**config.mk**
```make
export PLATFORM = sky130hd
export DESIGN_NAME = rect_fill_gen_engine
export DESIGN_NICKNAME = d
export VERILOG_FILES = /design/src/rtl/rect_fill_gen_engine.sv
export SDC_FILE = /design/constraint.sdc
export NUM_CORES = 1
export LEC_CHECK = 0
export ABC_AREA = 1
export CAP_MARGIN = 20
export CORE_ASPECT_RATIO = 1.2
export CORE_UTILIZATION = 50
export DETAILED_ROUTE_END_ITERATION = 10
export GPL_TIMING_DRIVEN = 0
export PLACE_DENSITY = 0.72
export SLEW_MARGIN = 10
export SYNTH_ARGS = -nofsm -noshare
export SYNTH_HDL_FRONTEND = slang
export SYNTH_SLANG_ARGS = --single-unit
```
**constraint.sdc**
```tcl
create_clock -name clk -period 9.95 [get_ports clk]
set_clock_uncertainty 0.05 [all_clocks]
set_input_delay 1.99 -clock clk [delete_from_list [all_inputs] [get_ports clk]]
set_output_delay 1.99 -clock clk [all_outputs]
set_load 0.1 [all_outputs]
```
**src/rtl/rect_fill_gen_engine.sv**
```systemverilog
// Rectangle-fill write-beat generator feeding the memory arbiter.
// Latches geometry and colour on a start strobe, then streams fill beats
// across NUM_CH interleaved colour planes, advancing only on arbiter transfer.
// Build option: RECT_FILL_WORD_MERGE_EN merges all lanes of a word into one
// beat per channel; without it each beat carries a single byte lane.
//
// state | meaning
// IDLE  | waiting for gen_start_strobe; data_gen_is_idle high
// DRIVE | presenting beats; counters step on each transfer
// DONE  | one-cycle gen_done_strobe, then back to IDLE
module rect_fill_gen_engine #(
   parameter int ADDR_W     = 16,
   parameter int DIM_W      = 16,
   parameter int DATA_W     = 32,
   parameter int PIX_W      = 4,
   parameter int NUM_CH     = 3,
   parameter int ROW_STRIDE = 240
) (
   input  logic                    clk,
   input  logic                    rst_,
   input  logic                    gen_start_strobe,
   input  logic [ADDR_W-1:0]       init_addr,
   input  logic [DIM_W-1:0]        cmd_data_hgt,
   input  logic [DIM_W-1:0]        cmd_data_wid,
   input  logic [NUM_CH*PIX_W-1:0] cmd_data_color,
   output logic                    data_gen_is_idle,
   output logic                    gen_done_strobe,
   output logic                    arb_out_rts,
   input  logic                    arb_in_rtr,
   output logic [DATA_W/8-1:0]     arb_out_wben,
   output logic [ADDR_W-1:0]       arb_out_addr,
   output logic [DATA_W-1:0]       arb_out_data,
   output logic                    arb_out_op
);

   localparam int PPL   = 8 / PIX_W;
   localparam int PPW   = DATA_W / PIX_W;
   localparam int LANES = DATA_W / 8;
   localparam int CH_W  = (NUM_CH > 1) ? $clog2(NUM_CH) : 1;
   localparam int COL_W = NUM_CH * PIX_W;
`ifdef RECT_FILL_WORD_MERGE_EN
   localparam bit MERGE = 1'b1;
`else
   localparam bit MERGE = 1'b0;
`endif
   // Pixels covered by one step of the group counter: a byte lane, or a whole word when merging.
   localparam int GRP_PIX = MERGE ? PPW : PPL;

   typedef enum logic [1:0] {S_IDLE, S_DRIVE, S_DONE} state_t;

   typedef struct packed {
      logic [ADDR_W-1:0] addr;
      logic [LANES-1:0]  wben;
      logic [DATA_W-1:0] data;
   } beat_t;

   state_t             state;
   logic [DIM_W-1:0]   hgt_q, wid_q, ngrp_q, row_q, grp_q;
   logic [CH_W-1:0]    ch_q;
   logic [COL_W-1:0]   color_q;
   logic [ADDR_W-1:0]  row_base_q;
   beat_t              beat_q;
   logic               rts_q, done_q;

   logic               xfc, beat_last;
   logic [DIM_W-1:0]   nxt_row, nxt_grp, start_ngrp;
   logic [CH_W-1:0]    nxt_ch;
   logic [ADDR_W-1:0]  nxt_row_base;

   // Build one beat from the row base, pixel-group index and channel.
   // Slots past the rect edge stay 0; in merge mode their lanes are also disabled.
   function automatic beat_t beat_calc(input logic [ADDR_W-1:0] rb, input logic [DIM_W-1:0] g,
                                       input logic [CH_W-1:0] c, input logic [DIM_W-1:0] w,
                                       input logic [COL_W-1:0] colr);
      beat_t            b;
      int               first_col, col, slot;
      logic [PIX_W-1:0] nib;
      b         = '0;
      nib       = PIX_W'(colr >> (int'(c) * PIX_W));
      first_col = int'(g) * GRP_PIX;
      b.addr    = rb + ADDR_W'((first_col / PPW) * NUM_CH) + ADDR_W'(c);
      for (int k = 0; k < GRP_PIX; k++) begin
         col  = first_col + k;
         slot = col % PPW;
         if (col < int'(w)) b.data = b.data | (DATA_W'(nib) << (slot * PIX_W));
         if (!MERGE || col < int'(w)) b.wben = b.wben | (LANES'(1) << (slot / PPL));
      end
      return b;
   endfunction

   // Transfer qualifier, last-beat detect and the counter values after this beat.
   always_comb begin
      xfc          = rts_q & arb_in_rtr;
      start_ngrp   = DIM_W'((int'(cmd_data_wid) + GRP_PIX - 1) / GRP_PIX);
      beat_last    = (row_q == hgt_q - DIM_W'(1)) && (grp_q == ngrp_q - DIM_W'(1)) &&
                     (ch_q == CH_W'(NUM_CH - 1));
      nxt_ch       = ch_q + CH_W'(1);
      nxt_grp      = grp_q;
      nxt_row      = row_q;
      nxt_row_base = row_base_q;
      if (ch_q == CH_W'(NUM_CH - 1)) begin
         nxt_ch = '0;
         if (grp_q == ngrp_q - DIM_W'(1)) begin
            nxt_grp      = '0;
            nxt_row      = row_q + DIM_W'(1);
            nxt_row_base = row_base_q + ADDR_W'(ROW_STRIDE);
         end else begin
            nxt_grp = grp_q + DIM_W'(1);
         end
      end
   end

   // Control FSM with registered beat fields; fields only change on start or transfer.
   always_ff @(posedge clk) begin
      if (!rst_) begin
         state      <= S_IDLE;
         hgt_q      <= '0;
         wid_q      <= '0;
         ngrp_q     <= '0;
         row_q      <= '0;
         grp_q      <= '0;
         ch_q       <= '0;
         color_q    <= '0;
         row_base_q <= '0;
         beat_q     <= '0;
         rts_q      <= 1'b0;
         done_q     <= 1'b0;
      end else begin
         case (state)
            S_IDLE: begin
               done_q <= 1'b0;
               if (gen_start_strobe) begin
                  hgt_q      <= cmd_data_hgt;
                  wid_q      <= cmd_data_wid;
                  color_q    <= cmd_data_color;
                  ngrp_q     <= start_ngrp;
                  row_q      <= '0;
                  grp_q      <= '0;
                  ch_q       <= '0;
                  row_base_q <= init_addr;
                  if (cmd_data_hgt == '0 || cmd_data_wid == '0) begin
                     state  <= S_DONE;
                     done_q <= 1'b1;
                  end else begin
                     state  <= S_DRIVE;
                     rts_q  <= 1'b1;
                     beat_q <= beat_calc(init_addr, '0, '0, cmd_data_wid, cmd_data_color);
                  end
               end
            end
            S_DRIVE: begin
               if (xfc) begin
                  if (beat_last) begin
                     state  <= S_DONE;
                     rts_q  <= 1'b0;
                     done_q <= 1'b1;
                     beat_q <= '0;
                  end else begin
                     row_q      <= nxt_row;
                     grp_q      <= nxt_grp;
                     ch_q       <= nxt_ch;
                     row_base_q <= nxt_row_base;
                     beat_q     <= beat_calc(nxt_row_base, nxt_grp, nxt_ch, wid_q, color_q);
                  end
               end
            end
            default: begin
               state  <= S_IDLE;
               done_q <= 1'b0;
            end
         endcase
      end
   end

   assign data_gen_is_idle = (state == S_IDLE);
   assign gen_done_strobe  = done_q;
   assign arb_out_rts      = rts_q;
   assign arb_out_addr     = beat_q.addr;
   assign arb_out_wben     = beat_q.wben;
   assign arb_out_data     = beat_q.data;
   assign arb_out_op       = 1'b0;

endmodule
```
Yosys cells after proc, flatten, opt, wreduce, memory -nomap -nowiden
Cells that the tools add are included.
Storage, ports and cells
  flip-flop bits (word level): 166
  bits in latches: 0
  memory bits (writable): 0
  ROM bits: 0
  input bits: 64
  memories: 0
Cells by class
  $add $sub $neg: 13
  multipliers: 1
  divide/modulo/power cells: 0
  magnitude comparators: 4
  eq/ne operators: 11
  shifts and indexed selects: 5
  muxes and demuxes: 58
  bitwise gates (word level): 7
  reduce and logical (&&, ||, !) cells: 15
Operator list (count)
  two-way mux 32 bit: 11
  two-way mux 16 bit: 14
  two-way mux 52 bit: 4
  one-hot mux 52 bit (2 select lines): 1
  one-hot mux 16 bit (2 select lines): 3
  adder 16 x 1 -> 16 bit (second input constant): 2
  adder 32 x 1 -> 32 bit: 1
  == test 16 bit: 2
  zero test 16 bit: 2
  less-than comparator 1 x 16 -> 1 bit (first input constant): 2
  OR 32 bit: 1
  OR 32 x 8 -> 32 bit: 1
  left shift 1 x 32 -> 4 bit (first input constant): 1
  left shift 4 x 32 -> 32 bit: 1
  left shift 4 x 5 -> 32 bit: 1
  subtractor 16 x 1 -> 16 bit (second input constant): 2
  two-way mux 4 bit: 5
  adder 17 x 1 -> 18 bit (second input constant): 1
  less-than comparator 18 x 16 -> 1 bit: 1
  subtractor 17 x 1 -> 18 bit (second input constant): 1
  adder 16 x 2 -> 17 bit (second input constant): 1
  less-than comparator 17 x 16 -> 1 bit: 1
  adder 16 x 1 -> 16 bit: 1
  adder 16 bit: 1
  26 further kinds: 53

Longest topological paths before layout
Gate-level depths: netlist of run 1.
  depth in word-level cells: 15
  gate-level depth with buffers: 36

Worst setup path after synthesis of run 1
Ideal clock, no wire load.
  kind: reg-to-reg
  start point: register ngrp_q[0]
  end point: register beat_q (netlist bit arb_out_addr[7])
  library setup time: 75 ps
  data arrival time: 4555 ps
  data required time: 9825 ps
  slack: 5270 ps
  stages on the path, launching flop included: 32
  clock period less this slack: 4680 ps
  cell sequence: dfxtp_1 > inv_1 > ha_1 > nand2_1 > nor2_2 > nand2_1 > nand2_1 > nand2_1 > nand2_1 > nand2_1 > nor2_2 > nand2_2 > nor2_4 > nand3_4 > buf_6 > buf_4 > nand2_1 > nor2_1 > fa_1 > inv_1 > fa_1 > inv_1 > ha_1 > fa_1 > nand3_1 > nand2_1 > nand2_1 > nand2_1 > a21oi_1 > xor2_1 > or2_2 > a31oi_1
On the way
  word-level cells in the longest chain between the ends: 10
  elaborated cells between the ends (all ways): 14
  classes of those cells: 3 x add/sub; 1 x mul; 1 x eq/ne; 7 x mux; 2 x reduce/logical
Ends and longest elaborated chain
  start, declared: RTL line 58  | logic [DIM_W-1:0] hgt_q, wid_q, ngrp_q, row_q, grp_q;
  start signal, assigned: RTL line 136  | ngrp_q <= start_ngrp;
  subtractor 16 x 1 -> 16 bit (*): RTL line 95, 103
  == test 16 bit (*): RTL line 95, 103
  two-way mux 16 bit: RTL line 103  | if (grp_q == ngrp_q - DIM_W'(1)) begin
  two-way mux 16 bit: RTL line 101  | if (ch_q == CH_W'(NUM_CH - 1)) begin
  multiplier 14 x 2 -> 16 bit: RTL line 81  | b.addr = rb + ADDR_W'((first_col / PPW) * NUM_CH) + ADDR_W'(c);
  adder 16 bit: RTL line 81
  adder 16 x 2 -> 16 bit: RTL line 81
  two-way mux 52 bit (*): RTL line 153  | if (beat_last) begin
  two-way mux 52 bit (*): RTL line 152  | if (xfc) begin
  one-hot mux 52 bit (2 select lines) (*): RTL line 129  | case (state)
  end signal, assigned: RTL line 147  | beat_q <= beat_calc(init_addr, '0, '0, cmd_data_wid, cmd_data_color);
  end signal, assigned: RTL line 163  | beat_q <= beat_calc(nxt_row_base, nxt_grp, nxt_ch, wid_q, color_q);
  end, declared: RTL line 62  | beat_t beat_q;
Every way passes the cells marked *; elsewhere a longest branch is shown, timed or not. The select of a mux whose other input is x is not followed.
A chain may end at the register's enable or synchronous reset.

Worst setup path after layout of run 1
  start point: register ngrp_q[0]
  end point: register beat_q (netlist bit arb_out_addr[15])
Same word-level chain as after synthesis.

==> summary.txt, run 1 <==
Timing
  • Slew @ Worst Pin: 1.01 ns
  • Hold Fails Final Rpt: 0
  • Final period util: 58.8%
  • Final setup violation count: 0
  • Slew headroom: 32.6%
  • Final Critical Period: 5.85 ns
  • Max Fclk: 171 MHz
  • Max-slew violations: 0
  • TNS Setup: 0 ns
  • Unrepaired setup endpoints after global routing: false
  • Worst hold margin: 0.417 ns

Setup path
  • Bufs and invs on worst path: 8
  • Family with the most delay on the worst path: adder cells
  • RR Endpoint: arb_out_addr[15]
  • CP Launch Type: flip-flop
  • CP peak stage delay: 0.53 ns
  • Element type at the critical path end: flip-flop
  • WS Path Type: reg -> reg
  • R2r setup slk: 4.10 ns
  • Critical path required time: 10.27 ns
  • R2R depth: 31
  • CP arrival: 6.17 ns
  • CP max stage cell: fa_1
  • Worst-path maximum fanout: 10
  • Worst r2r src: ngrp_q[0]
  • CP dominant cell by count: inv_1

Yosys
  • Number of synthesized register bits: 166
  • Sequential share of the synthesized area: 29.7%
  • Synthesized area per cell: 6.61 um2
  • Syn. warnings: 0
  • Post-synthesis mux area share: 0%
  • Compound-gate portion of the synthesized area: 13.0%
  • Mapped Nets: 1824
  • Async S/R FF share, synth: 0%
  • Synth Cell Area: 11200 um2
  • Largest family of logic cells by synthesized area: simple AND/OR/NAND/NOR gates
  • Mapped Cells: 1692
  • Top FF cell, synth: dfxtp_1
  • Synth Area in Simple Gates: 32.3%
  • XOR/XNOR Fraction of Synth Area: 5.33%
  • Synth Area in Adders: 8.62%
  • Number of synthesized flops with an enable pin: 0
  • Netlist cell types: 53

Drt
  • DR vias/cell: 5.46
  • Drt pass-1 iters: 9
  • DR vias: 11600
  • Total wire length: 35700 um
  • DR DRC count: 14
  • Avg WL per Cell: 16.9 um
  • Iter 0 DRT Violations: 1048
  • DRT antenna net count: 0

Outcome
  • Failing checks: DRC
  • Status: finished with violations

Power
  • Worst VDD drop: 0.000142 V
  • P_leak: 5.97 nW
  • Total Power Consumption: 0.00250 W
  • Power per cell area: 187 nW/um2

Layout
  • Layout cells sized above 1: 5.70%
  • Fillers: 2070
  • Ant. Diodes: 0
  • Nets: 1961
  • Most frequent cells in the layout: 403 x nand2_1, 230 x inv_1, 169 x nor2_1
  • Area grow syn2layout: 19.4%
  • Most common cell after layout, fill and taps aside: nand2_1

CTS
  • CTS H-tree lvls: 4
  • Clk_lat worst skew: 0.44 ns
  • Clock transition at path regs: 0.08 ns
  • Number of clock sinks: 166
  • Longest Clk Path Bufs: 2
  • Hold buffers post-CTS: 0
  • Clk root buf: clkbuf_16
  • PostCTS Resize Cnt: 0
  • Num CTS Buffers: 17
  • Clock tree from TritonCTS: yes
  • Post-CTS setup buffers: 0

Global routing
  • GR Util All Layers: 31.6%
  • First-pass GRT wire length: 57300 um
  • Grt total ovfl: 0
  • Initial antenna violation count: 0
  • Largest net degree at the start of global routing: 22
  • Vias in the first global route: 11200

Place
  • Routability cong.: 0.927
  • Dpl hpwl: 27800 um
  • PortBufs: 118

Hold path
  • Hold WC Path Type: reg -> reg
  • Worst Hold Path Cells: 2
  • Hold Startpoint: arb_out_wben[0]
  • Hold EP: arb_out_wben[0]

Floorplan
  • Initial core utilization: 51.3%
  • Die area: 23000 um2
  • Core Rows: 59
  • Vert. Die Dim: 166 um
  • Die X: 138 um
  • # IOs: 120
  • Core area: 21800 um2

Flow run
  • Max-cap violation count: 0
cell type report:
type	count	area (um2)	area share [%]
Sequential cell	166	3320	24.9
Clock inverter	15	219	1.64
Buffer	63	310	2.33
Clock buffer	17	425	3.19
Inverter	243	913	6.84
Timing Repair Buffer	118	1180	8.85
Tap cell	274	343	2.57
Multi-Input combinational cell	1220	6630	49.7
kinds of logic (layout without fill, tap and decap cells):
family / after synthesis / after routing
fa+ha+maj: 68 / 68
buf+inv: 306 / 456
xor+xnor: 68 / 68
simple gates: 815 / 815
other cells: 1 / 1
compound gates: 268 / 268
flops: 166 / 166
state kept, by name, indices dropped and copies added, names as in the netlist, 4 cells and up:
name / flops
arb_out_addr: 16
arb_out_data: 32
arb_out_wben: 4
color_q: 12
grp_q: 16
hgt_q: 16
ngrp_q: 16
row_base_q: 16
row_q: 16
wid_q: 16
routing by layer:
| layer | GRT usage (%) | up-vias | part of all wire [%] |
|---|---|---|---|
| met2 | 53.1 | 434 | 47 |
| met4 | 13.5 | 0 | 3.1 |
| met1 | 40.6 | 5290 | 44 |
| met3 | 4.27 | 84 | 6.2 |
| li1 | - | 5754 | - |
| met5 | 0 | - | 0 |
cell usage after synthesis, types with 6 or more instances:
library cell  instances  area [um2]
nor2_2               13        81.3
nand2_1             403        1510
nor2_1              169         634
o21ai_0              81         405
xor2_1               43         377
nand3b_1             12        90.1
o22ai_1              32         200
nor2_4                7        78.8
buf_6                 6        67.6
buf_2                11        55.1
inv_2                 9        33.8
nor3_1               28         140
o21ai_1              11        55.1
fa_1                 15         300
a21oi_1             109         546
a31oi_1              17         106
ha_1                 53         663
inv_1               230         863
nor4_1                9        56.3
dfxtp_1             166        3320
nand4_1              34         213
clkbuf_1             41         154
nand2_2               9        56.3
nand3_1             113         566
xnor2_1              25         219
worst reg2reg max path: cells and delay by family, from the launching register on:
| family | cells | cell delay [ns] |
|---|---|---|
| adder cells (fa/ha/maj) | 5 | 2.02 |
| AND/OR/NAND/NOR | 14 | 1.85 |
| buffers and inverters | 8 | 0.83 |
| AO/OA/AOI/OAI | 4 | 0.70 |
| flip-flops | 1 | 0.34 |
worst max-delay path by stage:
stage / startpoint / to / slack, ns / depth (start not counted)
3_3_place_gp: ngrp_q[0] / arb_out_addr[15] / 4.30 / 31
6_report: ngrp_q[0] / arb_out_addr[15] / 4.10 / 31
3_5_place_dp: ngrp_q[0] / arb_out_addr[15] / 4.26 / 31
2_1_floorplan: ngrp_q[0] / arb_out_addr[7] / 5.27 / 31
5_1_grt: ngrp_q[0] / arb_out_addr[15] / 3.73 / 31
4_1_cts: ngrp_q[0] / arb_out_addr[15] / 4.20 / 31
power breakdown:
group	leakage (nW)	switching (W)	internal, W
logic	4.31	0.000719	0.000295
registers	1.36	0.0000509	0.000728
clock network	0.307	0.000356	0.000351
total	5.97	0.00113	0.00137
stage by stage:
step / area, um2 / worst slack (ns) / instances / util [%]
finish: 13300 / 4.10 / 2116 / 61.3
global route: 13300 / 3.73 / 2116 / 61.3
CTS: 13300 / 4.20 / 2116 / 61.3
detailed placement: 12700 / 4.26 / 2084 / 58.3
global placement: 12700 / 4.30 / 2084 / 58.3
floorplan: 11200 / 5.27 / 1692 / -
Power figures use the tool's default switching activity.
==> run 2: changes to the inputs <==
==> constraint.sdc (replaced) <==
create_clock -name clk -period 5.4 [get_ports clk]
set_clock_uncertainty 0.05 [all_clocks]
set_input_delay 1.08 -clock clk [delete_from_list [all_inputs] [get_ports clk]]
set_output_delay 1.08 -clock clk [all_outputs]
set_load 0.1 [all_outputs]
==> run 2 against run 1 <==
The run still ends with DRC left. Setup slack lost 3.9 ns. Register-to-register slack worse by 3.9 ns. Sequential share of layout area shrank 0.35 points. First-iteration DRC count decreased by 3.8%. Design area is 1.4% higher. Flip-flop and latch count unchanged. Largest power group unchanged. Largest cell class unchanged. Critical path depth is 3 higher.
==> summary.txt, run 2 (synthesized netlist as in run 1, its figures left out) <==
Power
  • Flop pwr share: 31.0% (was 31.2%)
  • Total Power Consumption: 0.00464 W (was 0.00250 W)
  • Sw Ratio: 45.2% (was 45.0%)
  • Comb pwr share: 40.9% (was 40.6%)
  • Power per cell area: 343 nW/um2 (was 187 nW/um2)
  • Clock share of power: 28.1% (was 28.3%)
  • Worst VDD drop: 0.000262 V (was 0.000142 V)
  • Cell internal pwr: 0.00254 W (was 0.00137 W)
  • Switching pwr: 0.00210 W (was 0.00113 W)
  • P_leak: 6.03 nW (was 5.97 nW)

Global routing
  • Initial antenna violation count: 0 (unchanged)
  • First-pass GRT wire length: 57300 um (about the same)
  • Largest net degree at the start of global routing: 22 (unchanged)
  • Grt total ovfl: 0 (unchanged)
  • Vias in the first global route: 11200 (about the same)
  • GR Util All Layers: 31.6% (about the same)

Layout
  • Layout cells sized above 1: 7.51% (was 5.70%)
  • Max reg flops: 32 (unchanged)
  • Most frequent cells in the layout: 398 x nand2_1, 228 x inv_1, 166 x dfxtp_1 (was 403 x nand2_1, 230 x inv_1, 169 x nor2_1)
  • Cell area after layout: 13500 um2 (was 13300 um2)
  • Ant. Diodes: 0 (unchanged)
  • Most common cell after layout, fill and taps aside: nand2_1 (unchanged)
  • Final Non-Filler Cells: 2124 (was 2116)
  • Nets: 1969 (was 1961)
  • Post-route core utilization: 62.2% (was 61.3%)
  • Area grow syn2layout: 21.1% (was 19.4%)

Setup path
  • Worst r2r src: ngrp_q[0] (unchanged)
  • CP arrival: 5.52 ns (was 6.17 ns)
  • Critical path required time: 5.73 ns (was 10.27 ns)
  • Worst-path maximum fanout: 10 (unchanged)
  • R2r setup slk: 0.21 ns (was 4.10 ns)
  • CP Launch Type: flip-flop (unchanged)
  • Critical path startpoint: ngrp_q[0] (unchanged)
  • R2R depth: 34 (was 31)
  • CP max stage cell: fa_1 (unchanged)
  • WS Path Type: reg -> reg (unchanged)
  • Element type at the critical path end: flip-flop (unchanged)
  • CP peak stage delay: 0.53 ns (about the same)
  • RR Endpoint: arb_out_addr[15] (unchanged)

Floorplan
  • Core Rows: 59 (unchanged)
  • Initial core utilization: 51.3% (unchanged)
  • Die area: 23000 um2 (unchanged)
  • Core area: 21800 um2 (unchanged)
  • # IOs: 120 (unchanged)
  • Die X: 138 um (unchanged)
  • Vert. Die Dim: 166 um (unchanged)

Timing
  • Hold Fails Final Rpt: 0 (unchanged)
  • Final setup violation count: 0 (unchanged)
  • Slew headroom: 32.5% (was 32.6%)
  • Max Fclk: 193 MHz (was 171 MHz)
  • Worst hold margin: 0.417 ns (about the same)
  • Slew @ Worst Pin: 1.01 ns (about the same)
  • Final Critical Period: 5.19 ns (was 5.85 ns)
  • Final period util: 96.1% (was 58.8%)
  • Max-slew violations: 0 (unchanged)

CTS
  • Num CTS Buffers: 17 (unchanged)
  • Number of clock sinks: 166 (unchanged)
  • Clock tree from TritonCTS: yes (unchanged)
  • CTS H-tree lvls: 4 (unchanged)
  • Clk_lat worst skew: 0.45 ns (was 0.44 ns)
  • Longest Clk Path Bufs: 2 (unchanged)
  • Clock transition at path regs: 0.08 ns (about the same)
  • Clk root buf: clkbuf_16 (unchanged)

Drt
  • Total wire length: 36100 um (was 35700 um)
  • Iter 0 DRT Violations: 1008 (was 1048)
  • Drt pass-1 iters: 9 (unchanged)
  • DR vias/cell: 5.48 (was 5.46)
  • DR vias: 11600 (about the same)
  • DR DRC count: 14 (unchanged)
  • DRT antenna net count: 0 (unchanged)
  • Avg WL per Cell: 17.0 um (was 16.9 um)

Hold path
  • Hold Startpoint: arb_out_wben[0] (unchanged)
  • Hold EP: arb_out_wben[0] (unchanged)
  • Worst Hold Path Cells: 2 (unchanged)
  • Hold WC Path Type: reg -> reg (unchanged)

Outcome
  • Failing checks: DRC (unchanged)
  • Status: finished with violations (unchanged)

Flow run
  • Max-cap violation count: 0 (unchanged)

Place
  • Placed cell count: 2084 (unchanged)
  • Dpl hpwl: 27800 um (unchanged)
  • Placed Area: 12700 um2 (unchanged)
  • Routability cong.: 0.927 (unchanged)
  • PortBufs: 118 (unchanged)
## run 2: final cells by class
cell class | count | area (um2)
Buffer | 63 | 320
Sequential cell | 166 | 3320
Tap cell | 274 | 343
Timing Repair Buffer | 126 | 1240
Fill cell | 2057 | 8240
Clock buffer | 17 | 425
Multi-Input combinational cell | 1220 | 6750
Clock inverter | 15 | 219
Inverter | 243 | 917
## run 2: repair_timing
action / 4_1_cts / 5_1_grt
endpoints found under the setup margin: 4 / 6
hold buffers: 0 / 0
pin swaps: 3 / 10
resized for setup: 4 / 31
buffers inserted: 4 / 4
## run 2: worst max path at each step
stage	end	slack, ns	cells past startpoint
final	arb_out_addr[15]	0.21	34
after CTS	arb_out_addr[15]	0.007	31
after floorplan	arb_out_addr[7]	0.72	31
after global placement	arb_out_addr[15]	-0.25	31
after global routing	arb_out_addr[15]	-0.1	34
after detailed placement	arb_out_addr[15]	-0.29	31
## run 2: metal layers
layer / wire length (um) / vias to the layer above / GRT usage [%]
met5: 0 / - / 0
met4: 1150 / 0 / 13.5
met3: 2130 / 82 / 4.27
met2: 17000 / 436 / 53.1
met1: 15900 / 5349 / 40.7
li1: - / 5772 / -
## run 2: worst max-delay path, delay by kind of cell (launching register included)
kind / cells / cell delay [ns]
DFF: 1 / 0.33
buffers and inverters: 6 / 0.58
and+or+nand+nor: 20 / 2.02
AOI/OAI and AO/OA: 3 / 0.35
adders and majority gates: 5 / 1.76
## run 2: stage by stage
step / setup WS, ns / TNS [ns]
4_1_cts: 0.00687 / 0
3_5_place_dp: -0.290 / -0.679
3_3_place_gp: -0.253 / -0.588
5_1_grt: -0.0978 / -0.0978
6_report: 0.208 / 0
2_1_floorplan: 0.720 / 0
## run 2: power by group through the flow
stage               sequential [W]  clock [W]  combinational, W
floorplan                  0.00177          0           0.00103
global placement           0.00146          0           0.00183
detailed placement         0.00146          0           0.00184
CTS                        0.00143    0.00131           0.00186
global route               0.00145    0.00137           0.00207
finish                     0.00144    0.00130           0.00190
